## src/rtl/char_motion_pkg.sv

```systemverilog
// ---------------------------------------------------------------------------
// char_motion_pkg : shared state encoding and screen/sprite geometry
// Rev 1.0
// ---------------------------------------------------------------------------
`default_nettype none

package char_motion_pkg;

  typedef enum logic [1:0] {
    IDLE = 2'd0,
    RISE = 2'd1,
    FALL = 2'd2
  } state_t;

  localparam int CHAR_W   = 21;
  localparam int CHAR_H   = 32;
  localparam int SCREEN_W = 640;
  localparam int SCREEN_H = 480;

endpackage

`default_nettype wire

```

## src/rtl/char_motion_btn_sync.sv

```systemverilog
// ---------------------------------------------------------------------------
// btn_sync : two-flop synchroniser for one asynchronous push-button
// Rev 1.0
// ---------------------------------------------------------------------------
`default_nettype none

module btn_sync
  import char_motion_pkg::*;
(
  input  logic clk,
  input  logic reset,
  input  logic btn_in,
  output logic btn_out
);

  logic meta_q, meta_d;
  logic sync_q, sync_d;

  always_comb begin
    meta_d = btn_in;
    sync_d = meta_q;
  end

  always_ff @(posedge clk) begin
    if (reset) begin
      meta_q <= 1'b0;
      sync_q <= 1'b0;
    end else begin
      meta_q <= meta_d;
      sync_q <= sync_d;
    end
  end

  assign btn_out = sync_q;

endmodule

`default_nettype wire

```

## src/rtl/char_motion.sv

```systemverilog
// ---------------------------------------------------------------------------
// char_motion : per-frame player position controller with jump/gravity FSM
// Rev 1.0
// ---------------------------------------------------------------------------
`default_nettype none

module char_motion
  import char_motion_pkg::*;
#(
  parameter int X_START    = 50,
  parameter int X_MIN      = 0,
  parameter int X_MAX      = 619,
  parameter int GROUND_TOP = 400,
  parameter int JUMP_V     = 12,
  parameter int VMAX       = 12,
  parameter int TICK_LINE  = 480
) (
  input  logic        clk,
  input  logic        reset,
  input  logic [10:0] hcount,
  input  logic [10:0] vcount,
  input  logic        btn_left,
  input  logic        btn_right,
  input  logic        btn_jump,
  output logic [9:0]  char_left,
  output logic [9:0]  char_top,
  output logic        airborne,
  output logic        frame_tick
);

  localparam logic [9:0]  c_x_start    = 10'(X_START);
  localparam logic [9:0]  c_x_min      = 10'(X_MIN);
  localparam logic [9:0]  c_x_max      = 10'(X_MAX);
  localparam logic [9:0]  c_ground_top = 10'(GROUND_TOP);
  localparam logic [3:0]  c_jump_v     = 4'(JUMP_V);
  localparam logic [3:0]  c_vmax       = 4'(VMAX);
  localparam logic [10:0] c_tick_line  = 11'(TICK_LINE);

  logic [2:0] btn_raw;
  logic [2:0] btn_s;
  logic       left_s, right_s, jump_s;

  assign btn_raw = {btn_jump, btn_right, btn_left};

  for (genvar gi = 0; gi < 3; gi++) begin : g_sync
    btn_sync u_sync (
      .clk    (clk),
      .reset  (reset),
      .btn_in (btn_raw[gi]),
      .btn_out(btn_s[gi])
    );
  end

  assign left_s  = btn_s[0];
  assign right_s = btn_s[1];
  assign jump_s  = btn_s[2];

  logic       frame_tick_q, frame_tick_d;
  logic [9:0] char_left_q, char_left_d;
  logic [9:0] char_top_q, char_top_d;
  logic       airborne_q, airborne_d;
  state_t     state_q, state_d;
  logic [3:0] vel_q, vel_d;
  logic       jump_armed_q, jump_armed_d;

  logic [4:0]  vel_inc;
  logic [3:0]  fall_v;
  logic [10:0] fall_sum;

  always_comb begin
    frame_tick_d = (hcount == 11'd0) && (vcount == c_tick_line);
    char_left_d  = char_left_q;
    char_top_d   = char_top_q;
    state_d      = state_q;
    vel_d        = vel_q;
    jump_armed_d = jump_armed_q;

    vel_inc  = {1'b0, vel_q} + 5'd1;
    fall_v   = (vel_inc > {1'b0, c_vmax}) ? c_vmax : vel_inc[3:0];
    // Landing compare is one bit wider than char_top so it cannot wrap.
    fall_sum = {1'b0, char_top_q} + {7'd0, fall_v};

    if (frame_tick_q) begin
      if (right_s && !left_s && (char_left_q < c_x_max)) begin
        char_left_d = char_left_q + 10'd1;
      end else if (left_s && !right_s && (char_left_q > c_x_min)) begin
        char_left_d = char_left_q - 10'd1;
      end

      if (!jump_s) begin
        jump_armed_d = 1'b1;
      end

      case (state_q)
        IDLE: begin
          if (jump_s && jump_armed_q) begin
            state_d      = RISE;
            vel_d        = c_jump_v;
            jump_armed_d = 1'b0;
          end
        end
        RISE: begin
          if (char_top_q < {6'd0, vel_q}) begin
            char_top_d = 10'd0;
            vel_d      = 4'd0;
            state_d    = FALL;
          end else begin
            char_top_d = char_top_q - {6'd0, vel_q};
            vel_d      = vel_q - 4'd1;
            if (vel_q == 4'd1) begin
              state_d = FALL;
            end
          end
        end
        FALL: begin
          if (fall_sum >= {1'b0, c_ground_top}) begin
            char_top_d = c_ground_top;
            vel_d      = 4'd0;
            state_d    = IDLE;
          end else begin
            char_top_d = fall_sum[9:0];
            vel_d      = fall_v;
          end
        end
        default: begin
          state_d = IDLE;
          vel_d   = 4'd0;
        end
      endcase
    end

    airborne_d = (state_d != IDLE);
  end

  always_ff @(posedge clk) begin
    if (reset) begin
      frame_tick_q <= 1'b0;
      char_left_q  <= c_x_start;
      char_top_q   <= c_ground_top;
      airborne_q   <= 1'b0;
      state_q      <= IDLE;
      vel_q        <= 4'd0;
      jump_armed_q <= 1'b1;
    end else begin
      frame_tick_q <= frame_tick_d;
      char_left_q  <= char_left_d;
      char_top_q   <= char_top_d;
      airborne_q   <= airborne_d;
      state_q      <= state_d;
      vel_q        <= vel_d;
      jump_armed_q <= jump_armed_d;
    end
  end

  assign char_left  = char_left_q;
  assign char_top   = char_top_q;
  assign airborne   = airborne_q;
  assign frame_tick = frame_tick_q;

endmodule

`default_nettype wire

```

## config.mk

```make
export PLATFORM = sky130hd
export DESIGN_NAME = char_motion
export DESIGN_NICKNAME = d
export VERILOG_FILES = /design/src/rtl/char_motion_pkg.sv /design/src/rtl/char_motion_btn_sync.sv /design/src/rtl/char_motion.sv
export SDC_FILE = /design/constraint.sdc
export NUM_CORES = 1
export LEC_CHECK = 0
export ABC_AREA = 1
export BUFFER_PORTS_ARGS = -buffer_cell sky130_fd_sc_hd__buf_4
export CAP_MARGIN = 10
export CORE_UTILIZATION = 40
export DETAILED_ROUTE_END_ITERATION = 10
export PLACE_DENSITY = 0.61
export SETUP_SLACK_MARGIN = 0.3
export SYNTH_ARGS = -nofsm -noshare
export SYNTH_HDL_FRONTEND = slang
export SYNTH_HIERARCHICAL = 1
export SYNTH_SLANG_ARGS = --single-unit
```

## constraint.sdc

```tcl
create_clock -name clk -period 3.6 [get_ports clk]
set_input_delay 0.72 -clock clk [delete_from_list [all_inputs] [get_ports clk]]
set_output_delay 0.72 -clock clk [all_outputs]
set_load 0.03 [all_outputs]
```

==> metrics.yaml <==
critical_path:
  critPathLaunchType: "flop"
  slowest_stage: "ha_1"
  path_delay_family: "compound AO/OA/AOI/OAI gates"
  crit_required_ps: 3820
  path_cells: "inv_1 > o21ai_0 > nand2_1 > nand2_1 > nand2_1 > nand3_2 > ha_1 > a21o_1 > nand3_1 > o211a_1 > o21ai_0 > a21oi_1 > o21bai_1 > nor2_1 > nor2_1 > a21oi_1 > nor3_1"
  path_max_fanout: 12
  cpPeakStageDelay_ps: 470
  crit_arrival_ps: 3120
  end_kind: "flop"
  cpMostUsedCell: "nand2_1"
  crit_buf_inv: 1
  crit_type: "reg2reg"
yosys:
  yosysWarningCount: 6
  ys_seq_area_share_pct: 25.4
  synth_ff_type: "dfxtp_1"
  synth_area_sq_um: 2760
  synth_seq_cells: 35
  netlist_instances: 411
  synth.net_count: 463
  syn_avg_cell_area_sq_um: 6.70
  async_flop_share_pct: 0
  synth_cell_types: 39
  synth-edff-count: 0
sta:
  hold_violations: 0
  finalSetupViolCount: 0
  clock_skew_ps: 7.41
  relSlewSlack_pct: 58.8
  fmax_ghz: 0.345
  setup_tns_ps: 0
  period_needed_ps: 2900
  post-route-period-util_pct: 80.6
  slew_viol_final: 0
  rsz0062_at_grt: "no"
  tightest_slew_ps: 617
die:
  die_h_microns: 85.0
  dieArea_sq_um: 7220
  core_area_sq_um: 6490
  num_io_pins: 49
  row_count: 29
  initial_core_util_pct: 42.4
  die_w_microns: 85.0
cts:
  cts_tree: "done"
  cts_max_level: 2
  clock_sinks: 35
  clk_pin_slew_ps: 80
  clockBufferDepth: 2
  insertion_delay_ps: 290
  cts_setup_buffers: 0
  root_buffer: "clkbuf_8"
  cts-buffers-inserted: 5
cells_and_area:
  final_nets: 510
  final_common_cell: "nand2_1"
  diodes: 0
  mostFrequentLayoutCells: "nand2_1 (85), inv_1 (62), buf_4 (48)"
  final_area_sq_um: 3290
  syn_to_final_growth_pct: 19.4
  drive_gt1_share_pct: 18.1
routing:
  drcViolationCount: 0
  routed_wl_microns: 6560
  route.vias.total: 2709
  viasPerCell: 5.05
  firstDrtPassIters: 4
  drt_iter0_drc: 130
  postRouteAntennaNets: 0
  wire_per_inst_microns: 12.2
placed_design:
  port_buffers: 48
  gp_congestion: 0.868
  place_area_sq_um: 3170
  dpl.hpwl_microns: 5130
global_route:
  grt_max_degree: 19
  overflow: 0
  grt_pass1_vias: 2485
  antenna_found_initial: 0
  grt_first_pass_wirelength_microns: 11300
  grt_use_total_pct: 19.2
power_and_ir_drop:
  total_power_uw: 815
  p_leak_nw: 1.62
  power.density_nw_per_um2: 248
  ir_drop_v: 0.000163
hold_path:
  hp-class: "reg2reg"
job:
  max_cap_violations: 0
run_status:
  outcome: "finished, final reports clean"
-- worst min-delay path, stage by stage, from the launching register on --
cell and delay (ps):
dfxtp_1 300, inv_1 40, nor2_1 30
-- timing repair --
action | in CTS | in global routing
hold buffers | 0 | 0
setup endpoints to repair | 0 | 7
resized for setup | 0 | 2
-- logic make-up after synthesis --
logic type | after synthesis | synth area share [%]
xor+xnor | 14 | 5.00
buf+inv | 72 | 10.2
compound gates | 79 | 16.3
fa+ha+maj | 25 | 11.9
flops | 35 | 25.4
simple gates | 186 | 31.2
-- where the power goes --
part | switching, mW | leakage [nW] | internal, mW | total, mW
combinational | 0.0285 | 1.28 | 0.0316 | 0.0601
clock | 0.157 | 0.0581 | 0.206 | 0.364
sequential | 0.000991 | 0.283 | 0.390 | 0.391
total | 0.187 | 1.62 | 0.628 | 0.815
-- routing by layer --
| layer | wire (microns) | part of all wire (%) | up-vias | global-route usage, % |
|---|---|---|---|---|
| li1 | - | - | 1440 | - |
| met4 | 49 | 0.75 | 0 | 3.39 |
| met3 | 259 | 3.9 | 7 | 3.50 |
| met5 | 0 | 0 | - | 0 |
| met2 | 2960 | 45 | 54 | 30.8 |
| met1 | 3290 | 50 | 1208 | 27.2 |
-- worst paths after layout --
| path | from | endpoint | slack [ps] | cells after the start |
|---|---|---|---|---|
| worst min register to register | g_sync[0].u_sync/meta_q$_SDFF_PP0_ | g_sync[0].u_sync/btn_out$_SDFF_PP0_ | 400 | 2 |
| worst max register to register | char_left[0]$_SDFFE_PP0P_ | char_left[9]$_SDFFE_PP0P_ | 700 | 17 |
| worst min-delay path | g_sync[0].u_sync/meta_q$_SDFF_PP0_ | g_sync[0].u_sync/btn_out$_SDFF_PP0_ | 400 | 2 |
| worst max-delay path | char_left[0]$_SDFFE_PP0P_ | char_left[9]$_SDFFE_PP0P_ | 700 | 17 |
-- state kept, by name, indices dropped and copies added (netlist names) --
name,count
airborne,1
char_left,10
char_top,10
frame_tick,1
g_sync.u_sync/btn_out,3
g_sync.u_sync/meta_q,3
jump_armed_q,1
state_q,2
vel_q,4
-- layout make-up --
type                       instances  area [sq um]
tap                               77          96.3
timing repair buffer              48           360
fill                             669          3210
multi-input combinational        304          1780
inverter                          64           240
clock buffer                       5          68.8
clock inverter                     3          43.8
sequential                        35           701
-- synth_stat cells (2+ instances only) --
library cell	n	area (sq um)
a21oi_2	5	43.8
a31oi_1	3	18.8
nand3_1	23	115
nor3_1	7	35.0
fa_1	2	40.0
o211ai_1	4	30.0
nand2_2	9	56.3
buf_2	2	10.0
dfxtp_1	35	701
o21bai_1	2	15.0
inv_1	63	236
nand4_1	8	50.1
clkbuf_1	5	18.8
ha_1	23	288
xor2_1	9	78.8
nor4_1	4	25.0
o21ai_0	33	165
nor2_2	2	12.5
xnor2_1	3	26.3
nand2_1	85	319
nand3_2	3	30.0
a21oi_1	26	130
nand3b_1	2	15.0
nor2_1	38	143
-- metrics by stage --
stage	cells	worst slack, ps	hold slack [ps]	utilization [%]
global route	536	355	426	50.6
floorplan	411	757	388	-
finish	536	700	399	50.6
CTS	536	500	404	50.6
global placement	528	633	397	48.8
detailed placement	528	532	395	48.8
(Power assumes the default switching activity.)
